[config.mk]
export PLATFORM = sky130hd
export DESIGN_NAME = cram_loader
export DESIGN_NICKNAME = d
export VERILOG_FILES = /design/src/rtl/cram_loader.sv
export SDC_FILE = /design/constraint.sdc
export NUM_CORES = 1
export LEC_CHECK = 0
export CAP_MARGIN = 25
export CORE_UTILIZATION = 59
export CTS_BUF_LIST = sky130_fd_sc_hd__clkbuf_4
export DETAILED_ROUTE_END_ITERATION = 10
export PLACE_DENSITY = 0.88
export SLEW_MARGIN = 20
export SYNTH_ARGS = -nofsm -noshare
export SYNTH_HDL_FRONTEND = slang
export SYNTH_SLANG_ARGS = --single-unit
[constraint.sdc]
create_clock -name clk -period 4.4 [get_ports clk]
set_input_delay 1.1 -clock clk [delete_from_list [all_inputs] [get_ports clk]]
set_output_delay 1.1 -clock clk [all_outputs]
set_load 0.01 [all_outputs]
[src/rtl/cram_loader.sv]
// Configuration-RAM loader: accepts host words, serialises them MSB first
// onto the CRAM chain and accumulates a CRC-16-CCITT of every shifted bit.
module cram_loader #(
   parameter int unsigned CHAIN_LEN  = 20,
   parameter int unsigned WORD_WIDTH = 8
) (
   input  logic                  clk,
   input  logic                  rst,
   input  logic                  start,
   input  logic                  abort,
   input  logic                  word_valid,
   input  logic [WORD_WIDTH-1:0] word_data,
   output logic                  word_ready,
   output logic                  cfg_data,
   output logic                  cfg_shift,
   output logic                  cfg_en,
   output logic                  busy,
   output logic                  done,
   output logic                  aborted,
   output logic [15:0]           crc
);

   localparam int unsigned NUM_WORDS = (CHAIN_LEN + WORD_WIDTH - 1) / WORD_WIDTH;
   // Bits taken from the final word; the unused LSBs are dropped.
   localparam int unsigned LAST_BITS = ((CHAIN_LEN % WORD_WIDTH) == 0) ? WORD_WIDTH
                                                                      : (CHAIN_LEN % WORD_WIDTH);
   localparam int unsigned BCW = $clog2(CHAIN_LEN + 1);
   localparam int unsigned WCW = $clog2(NUM_WORDS + 1);
   localparam int unsigned SCW = $clog2(WORD_WIDTH + 1);

   typedef enum logic [1:0] {StIdle, StLoad, StDone} state_e;

   state_e                state_q, state_d;
   logic [WORD_WIDTH-1:0] sr_q, sr_d;
   logic [SCW-1:0]        sr_cnt_q, sr_cnt_d;
   logic [BCW-1:0]        bit_cnt_q, bit_cnt_d;
   logic [WCW-1:0]        word_cnt_q, word_cnt_d;
   logic                  cfg_data_q, cfg_data_d;
   logic                  cfg_shift_q, cfg_shift_d;
   logic                  cfg_en_q, cfg_en_d;
   logic                  aborted_q, aborted_d;
   logic [15:0]           crc_q, crc_d;

   function automatic logic [15:0] crc_step(input logic [15:0] c, input logic b);
      return {c[14:0], 1'b0} ^ ((c[15] ^ b) ? 16'h1021 : 16'h0000);
   endfunction

   // Next-state: session control, word intake, bit emission and CRC update.
   always_comb begin
      state_d     = state_q;
      sr_d        = sr_q;
      sr_cnt_d    = sr_cnt_q;
      bit_cnt_d   = bit_cnt_q;
      word_cnt_d  = word_cnt_q;
      cfg_data_d  = cfg_data_q;
      cfg_shift_d = 1'b0;
      cfg_en_d    = cfg_en_q;
      aborted_d   = 1'b0;
      crc_d       = crc_q;
      word_ready  = 1'b0;
      unique case (state_q)
         StIdle: begin
            if (start) begin
               state_d    = StLoad;
               sr_d       = '0;
               sr_cnt_d   = '0;
               bit_cnt_d  = '0;
               word_cnt_d = '0;
               crc_d      = 16'hFFFF;
            end
         end
         StLoad: begin
            // Ready when empty or when the last held bit leaves this cycle.
            word_ready = (word_cnt_q < WCW'(NUM_WORDS)) && (sr_cnt_q <= SCW'(1));
            if (abort) begin
               state_d   = StIdle;
               cfg_en_d  = 1'b0;
               aborted_d = 1'b1;
            end else if (bit_cnt_q == BCW'(CHAIN_LEN)) begin
               // This cycle presents the final shift; finish next.
               state_d  = StDone;
               cfg_en_d = 1'b0;
            end else begin
               cfg_en_d = 1'b1;
               if (sr_cnt_q != '0) begin
                  cfg_data_d  = sr_q[WORD_WIDTH-1];
                  cfg_shift_d = 1'b1;
                  sr_d        = sr_q << 1;
                  sr_cnt_d    = sr_cnt_q - SCW'(1);
                  bit_cnt_d   = bit_cnt_q + BCW'(1);
                  crc_d       = crc_step(crc_q, sr_q[WORD_WIDTH-1]);
               end
               if (word_ready && word_valid) begin
                  sr_d       = word_data;
                  sr_cnt_d   = (word_cnt_q == WCW'(NUM_WORDS - 1)) ? SCW'(LAST_BITS)
                                                                   : SCW'(WORD_WIDTH);
                  word_cnt_d = word_cnt_q + WCW'(1);
               end
            end
         end
         StDone: begin
            state_d = StIdle;
         end
         default: begin
            state_d = StIdle;
         end
      endcase
   end

   // State registers with asynchronous reset.
   always_ff @(posedge clk or posedge rst) begin
      if (rst) begin
         state_q     <= StIdle;
         sr_q        <= '0;
         sr_cnt_q    <= '0;
         bit_cnt_q   <= '0;
         word_cnt_q  <= '0;
         cfg_data_q  <= 1'b0;
         cfg_shift_q <= 1'b0;
         cfg_en_q    <= 1'b0;
         aborted_q   <= 1'b0;
         crc_q       <= 16'hFFFF;
      end else begin
         state_q     <= state_d;
         sr_q        <= sr_d;
         sr_cnt_q    <= sr_cnt_d;
         bit_cnt_q   <= bit_cnt_d;
         word_cnt_q  <= word_cnt_d;
         cfg_data_q  <= cfg_data_d;
         cfg_shift_q <= cfg_shift_d;
         cfg_en_q    <= cfg_en_d;
         aborted_q   <= aborted_d;
         crc_q       <= crc_d;
      end
   end

   assign cfg_data  = cfg_data_q;
   assign cfg_shift = cfg_shift_q;
   assign cfg_en    = cfg_en_q;
   assign busy      = (state_q == StLoad);
   assign done      = (state_q == StDone);
   assign aborted   = aborted_q;
   assign crc       = crc_q;

endmodule

==> results by group, run 1 <==
Yosys
  – Yosys cell types: 43
  – Prevailing post-synth register cell: dfrtp_1
  – Top-count cell post-synth: o21ai_0
  – Post-synth EDFFs: 0
  – Synth area leaders: dfrtp_1, dfstp_2, o21ai_0, mux2i_1, o31ai_1
  – Area leader, netlist: dfrtp_1
  – Post-synth ARST share: 100%
  – #FFs+latches synth: 41
  – Seq/Total Area, Yosys: 49.7%
  – Netlist Area Pre-Place: 2100 µm²
  – Gate Count Post-Synth: 208
  – Yosys warns: 0
  – Post-synth top cells: o21ai_0, dfrtp_1, nor2_1, dfstp_2, o31ai_1
  – Syn Nets: 228
  – Area share of the largest cell type after synthesis: 29.7%
  – Syn avg cell area: 10.1 µm²

STA
  – RSZ-0062 raised after global routing: no
  – Final period utilization: 73.5%
  – Hold Vio Cnt, Final: 0
  – Total Negative Setup Slacks: 0 ns
  – Slew @ Worst Pin: 1.04 ns
  – # setup viols final: 0
  – Post-layout minimum cycle time: 3.23 ns
  – Slew Limit Fails: 0
  – Fmax achieved: 0.309 GHz
  – Clk_skew: 0.0195 ns
  – Fin Hold WS: 0.488 ns
  – Slew HR: 30.5%

Setup path
  – Stages on worst setup path: 5
  – Highest cell delay on the worst timing path: 0.48 ns
  – Buf/Inv on CP: 3
  – Crit path max-delay family: buffers and inverters
  – Worst EP required: 3.30 ns
  – CP endpoint kind: output pin
  – Arrival @ worst endpoint: 2.13 ns
  – Startpoint Class: flip-flop
  – Crit-path cells: nand2b_1 -> buf_4 -> clkinv_4 -> and3_1 -> clkdlybuf4s50_1
  – Setup CP Type: reg2out
  – Critical-path top delay cell: clkdlybuf4s50_1
  – FF-to-FF path depth: 7
  – Crit-path max FO: 35

Clock network
  – H-tree levels: 2
  – Max Root-Sink Buffers: 2
  – CTS tree: built
  – Worst skew pair latency: 0.37 ns
  – Root Driver: clkbuf_4
  – Hold buffers post-CTS: 0
  – Clk slew on worst S/H paths: 0.12 ns
  – Resize count post-CTS: 0
  – CTS buffer count: 5
  – CTS Sinks: 41
  – Post-CTS setup buffers: 0

Routing
  – Number of remaining DRC errors: 0
  – Drt pass-1 iters: 4
  – Total wire length: 4.08 mm
  – DR vias/cell: 5.75
  – Average routed wire per standard cell: 14.2 µm
  – DRT antenna net count: 0
  – First DRT Iteration DRCs: 95
  – Vias post-DR: 1656

Place
  – DP HPWL: 2.74 mm
  – Routability Congestion: 0.859
  – I/O Buffers: 35

Floorplanning
  – Die footprint: 3810 µm²
  – Die width: 61.7 µm
  – Initial Util: 62.1%
  – Rows: 21
  – I/O pin count: 36
  – Chip Height: 61.7 µm
  – Core area: 3390 µm²

Global route
  – Total Routing Usage GR: 23.8%
  – Largest net degree at the start of global routing: 37
  – First-pass GRT wire length: 6.38 mm
  – Vias in the first global route: 1371
  – Initial antenna violation count: 0
  – Global route total overflow: 0

Outcome
  – Status: finished clean

Layout
  – # nets final: 261
  – Area added between synthesis and finish: 20.9%
  – Layout cells sized above 1: 15.7%
  – Diodes inserted: 0

Pwr
  – Worst IR Drop VDD: 0.000377 V
  – Leak: 1.07 nW
  – Pwr Density: 642 nW/µm²

Job
  – Maxcap violations: 0

Min path
  – HP Class: reg2reg
  – WHS Path Cells: 2
==> where the power goes <==
| group | leakage [nW] | internal [W] | total [W] | switching (W) |
|---|---|---|---|---|
| Clock | 0.0324 | 0.0000754 | 0.000196 | 0.000121 |
| Sequential | 0.504 | 0.000570 | 0.000681 | 0.000111 |
| Combinational | 0.536 | 0.000364 | 0.000756 | 0.000392 |
| Total | 1.07 | 0.00101 | 0.00163 | 0.000624 |
==> cell families after synthesis <==
family | count (synthesis) | synth area share (%)
AOI/OAI and AO/OA | 72 | 21.7
xor gates and xnor gates | 3 | 1.25
adders and majority gates | 7 | 4.16
buffers and inverters | 25 | 5.53
DFF | 41 | 49.7
muxes | 12 | 5.83
and+or+nand+nor | 48 | 11.8
==> placed cells by master, fill, tap and decap left out, types with 2 or more instances in the layout <==
cell type	synthesis	final
mux2i_1	10	10
or4_1	2	2
ha_1	7	7
nand2_1	3	3
o21ai_0	44	44
clkdlybuf4s50_1	0	35
nor2b_1	2	2
and3_1	2	2
buf_4	4	3
dfstp_2	16	16
dfrtp_1	25	25
inv_1	10	10
a21oi_1	3	3
xor2_1	3	3
nor2_1	19	19
o21ai_1	2	2
clkbuf_4	0	7
nand3_1	7	7
mux2_1	2	2
o31ai_1	12	12
nor3_1	4	4
==> routing by layer <==
| layer | up-vias | routed length (µm) | GRT usage, % |
|---|---|---|---|
| li1 | 810 | - | - |
| met1 | 783 | 1940 | 32.6 |
| met2 | 58 | 1800 | 35.5 |
| met3 | 5 | 282 | 8.28 |
| met4 | 0 | 57 | 7.94 |
| met5 | - | 0 | 0 |
==> worst paths after layout <==
kind / from / end / slack (ns)
max in group asynchronous: rst / crc[7] / 2.79
setup reg to reg: state_q[0] / sr_cnt_q[0] / 1.72
setup / recovery: state_q[0] / word_ready / 1.17
min in group asynchronous: rst / cfg_shift / 1.00
hold reg to reg: cfg_en / cfg_en / 0.49
hold / removal: cfg_en / cfg_en / 0.49
==> sequential cells by signal (all words and copies together) (netlist names) <==
signal      count
state_q         2
bit_cnt_q       5
cfg_data        1
crc            16
sr_q            8
word_cnt_q      2
sr_cnt_q        4
cfg_en          1
aborted         1
cfg_shift       1
==> metrics by stage <==
stage,total power [W],instance area [µm²],cells,worst slack [ns],utilization [%]
2_1_floorplan,0.00115,2100,208,2.20,-
3_3_place_gp,0.00142,2470,279,1.12,72.8
3_5_place_dp,0.00144,2480,280,1.09,73.3
4_1_cts,0.00164,2540,288,1.15,75.0
5_1_grt,0.00175,2540,288,1.03,75.0
6_report,0.00163,2540,288,1.17,75.0
==> area by class of cell <==
type                            count  area [µm²]
Clock inverter                      1        7.51
Sequential cell                    41        1050
Fill cell                         234         846
Multi-Input combinational cell    142         942
Clock buffer                        7        52.6
Inverter                           12        50.0
Timing Repair Buffer               39         388
Tap cell                           46        57.6
==> tightest hold or removal path, cell delays in order (launching register included) <==
cell     delay (ns)
dfrtp_1        0.36
nand2_1        0.05
o31ai_1        0.05
Power figures use the tool's default switching activity.
==> inputs of run 2 (changes only) <==
--- a/config.mk
+++ b/config.mk
@@ -6,10 +6,10 @@
 export NUM_CORES = 1
 export LEC_CHECK = 0
 export CAP_MARGIN = 25
-export CORE_UTILIZATION = 59
+export CORE_UTILIZATION = 55
 export CTS_BUF_LIST = sky130_fd_sc_hd__clkbuf_4
 export DETAILED_ROUTE_END_ITERATION = 10
-export PLACE_DENSITY = 0.88
+export PLACE_DENSITY = 0.82
 export SLEW_MARGIN = 20
 export SYNTH_ARGS = -nofsm -noshare
 export SYNTH_HDL_FRONTEND = slang
==> constraint.sdc (replaced) <==
create_clock -name clk -period 3.1 [get_ports clk]
set_input_delay 0.775 -clock clk [delete_from_list [all_inputs] [get_ports clk]]
set_output_delay 0.775 -clock clk [all_outputs]
set_load 0.01 [all_outputs]
==> results by group, run 2 (same netlist as run 1, synthesis figures left out) <==
Setup path
  – Buf/Inv on CP: 2
  – Crit path max-delay family: buffers and inverters
  – Arrival @ worst endpoint: 2.11 ns
  – CP endpoint kind: output pin
  – Worst EP required: 2.32 ns
  – Setup CP Type: reg2out
  – Crit-path cells: inv_1 -> ha_1 -> o21ba_1 -> and3_1 -> clkdlybuf4s50_1
  – Startpoint Class: flip-flop
  – Critical-path top delay cell: clkdlybuf4s50_1
  – Highest cell delay on the worst timing path: 0.55 ns
  – Crit-path max FO: 5

Pwr
  – Gate power share: 45.5%
  – Pwr Density: 940 nW/µm²
  – Clk pwr share: 14.4%
  – P_sw: 0.000902 W
  – Leak: 1.09 nW
  – Worst IR Drop VDD: 0.000644 V
  – Flop pwr share: 40.0%
  – Int Power: 0.00152 W
  – Net Sw Frac: 37.3%
  – Final Power: 0.00242 W

Global route
  – Initial antenna violation count: 0
  – Total Routing Usage GR: 24.2%
  – First-pass GRT wire length: 7.53 mm
  – Vias in the first global route: 1585
  – Largest net degree at the start of global routing: 42
  – Global route total overflow: 0

STA
  – Final period utilization: 93.0%
  – Fin Hold WS: 0.484 ns
  – Slew HR: 64.1%
  – Slew Limit Fails: 0
  – Total Negative Setup Slacks: 0 ns
  – RSZ-0062 raised after global routing: no
  – Post-layout minimum cycle time: 2.88 ns
  – # setup viols final: 0
  – Slew @ Worst Pin: 0.539 ns
  – Hold Vio Cnt, Final: 0
  – Fmax achieved: 0.347 GHz
  – Clk_skew: 0.0137 ns

Place
  – Placed cell count: 284
  – DP HPWL: 2.87 mm
  – I/O Buffers: 35
  – Routability Congestion: 0.875
  – Placed Area: 2490 µm²

Routing
  – Vias post-DR: 1744
  – Drt pass-1 iters: 4
  – Total wire length: 4.42 mm
  – Average routed wire per standard cell: 15.1 µm
  – Number of remaining DRC errors: 0
  – First DRT Iteration DRCs: 71
  – DR vias/cell: 5.97
  – DRT antenna net count: 0

Outcome
  – Status: finished clean

Floorplanning
  – Initial Util: 57.5%
  – Core area: 3660 µm²
  – I/O pin count: 36
  – Chip Height: 63.9 µm
  – Die footprint: 4080 µm²
  – Rows: 22
  – Die width: 63.9 µm

Clock network
  – Root Driver: clkbuf_4
  – CTS tree: built
  – Max Root-Sink Buffers: 2
  – Worst skew pair latency: 0.36 ns
  – CTS Sinks: 41
  – Hold buffers post-CTS: 0
  – Clk slew on worst S/H paths: 0.13 ns
  – H-tree levels: 2
  – CTS buffer count: 5
  – Resize count post-CTS: 0
  – Post-CTS setup buffers: 0

Layout
  – Most frequent cells in the layout: o21ai_0, clkdlybuf4s50_1, dfrtp_1
  – Layout cells sized above 1: 16.0%
  – Max reg flops: 16
  – Final cell count without fillers: 292
  – # nets final: 263
  – Area added between synthesis and finish: 22.2%
  – Diodes inserted: 0
  – Most common cell after layout, fill and taps aside: o21ai_0
  – Finished Cell Area: 2570 µm²

Job
  – Maxcap violations: 0

Min path
  – HP Class: reg2reg
[run 2: metrics by stage]
| stage | utilization, % | setup slack (ns) |
|---|---|---|
| 2_1_floorplan | - | 1.23 |
| 3_3_place_gp | 68.1 | 0.486 |
| 3_5_place_dp | 68.1 | 0.438 |
| 4_1_cts | 70.3 | 0.226 |
| 5_1_grt | 70.3 | 0.132 |
| 6_report | 70.3 | 0.216 |
[run 2: layer usage]
metal	track usage, %	vias up	routed length (µm)
met1	33.4	866	2050
met3	3.93	7	195
met2	37.1	55	2120
li1	-	816	-
met5	0	-	0
met4	11.9	0	62
[run 2: worst paths after layout]
kind	from	to	slack [ns]	cells after the start
worst max register to register	bit_cnt_q[0]	sr_cnt_q[0]	0.89	7
min in group asynchronous	rst	sr_cnt_q[0]	0.86	3
worst min-delay path	cfg_en	cfg_en	0.48	2
worst min register to register	cfg_en	cfg_en	0.48	2
worst max-delay path	sr_cnt_q[0]	word_ready	0.22	5
max in group asynchronous	rst	crc[11]	1.87	3
[run 2: worst register-to-register path, cell delays in order (launching register included)]
cell	delay [ns]
dfrtp_1	0.44
inv_1	0.08
ha_1	0.17
nand4b_1	0.18
a31oi_4	0.45
inv_2	0.16
o21ai_2	0.25
mux2_1	0.37
[run 2: area by class of cell]
class	count	area (µm²)
fill	287	1090
sequential	41	1050
multi-input combinational	142	942
timing repair buffer	41	395
tap	48	60.1
inverter	12	50.0
clock buffer	6	45.0
clock inverter	2	33.8
[run 2: power by group through the flow]
| stage | logic (W) | registers [W] | clock network (W) |
|---|---|---|---|
| 4_1_cts | 0.00111 | 0.000969 | 0.000350 |
| 2_1_floorplan | 0.000634 | 0.00100 | 0 |
| 3_5_place_dp | 0.00110 | 0.000972 | 0 |
| 3_3_place_gp | 0.00107 | 0.000970 | 0 |
| 6_report | 0.00110 | 0.000969 | 0.000349 |
| 5_1_grt | 0.00122 | 0.000999 | 0.000380 |
==> inputs of run 3 (changes only) <==
--- a/config.mk
+++ b/config.mk
@@ -5,6 +5,7 @@
 export SDC_FILE = /design/constraint.sdc
 export NUM_CORES = 1
 export LEC_CHECK = 0
+export ABC_CLOCK_PERIOD_IN_PS = 3100
 export CAP_MARGIN = 25
 export CORE_UTILIZATION = 55
 export CTS_BUF_LIST = sky130_fd_sc_hd__clkbuf_4
==> results of run 3 <==
The final DEF is identical to that of run 2; final timing and power are the same.
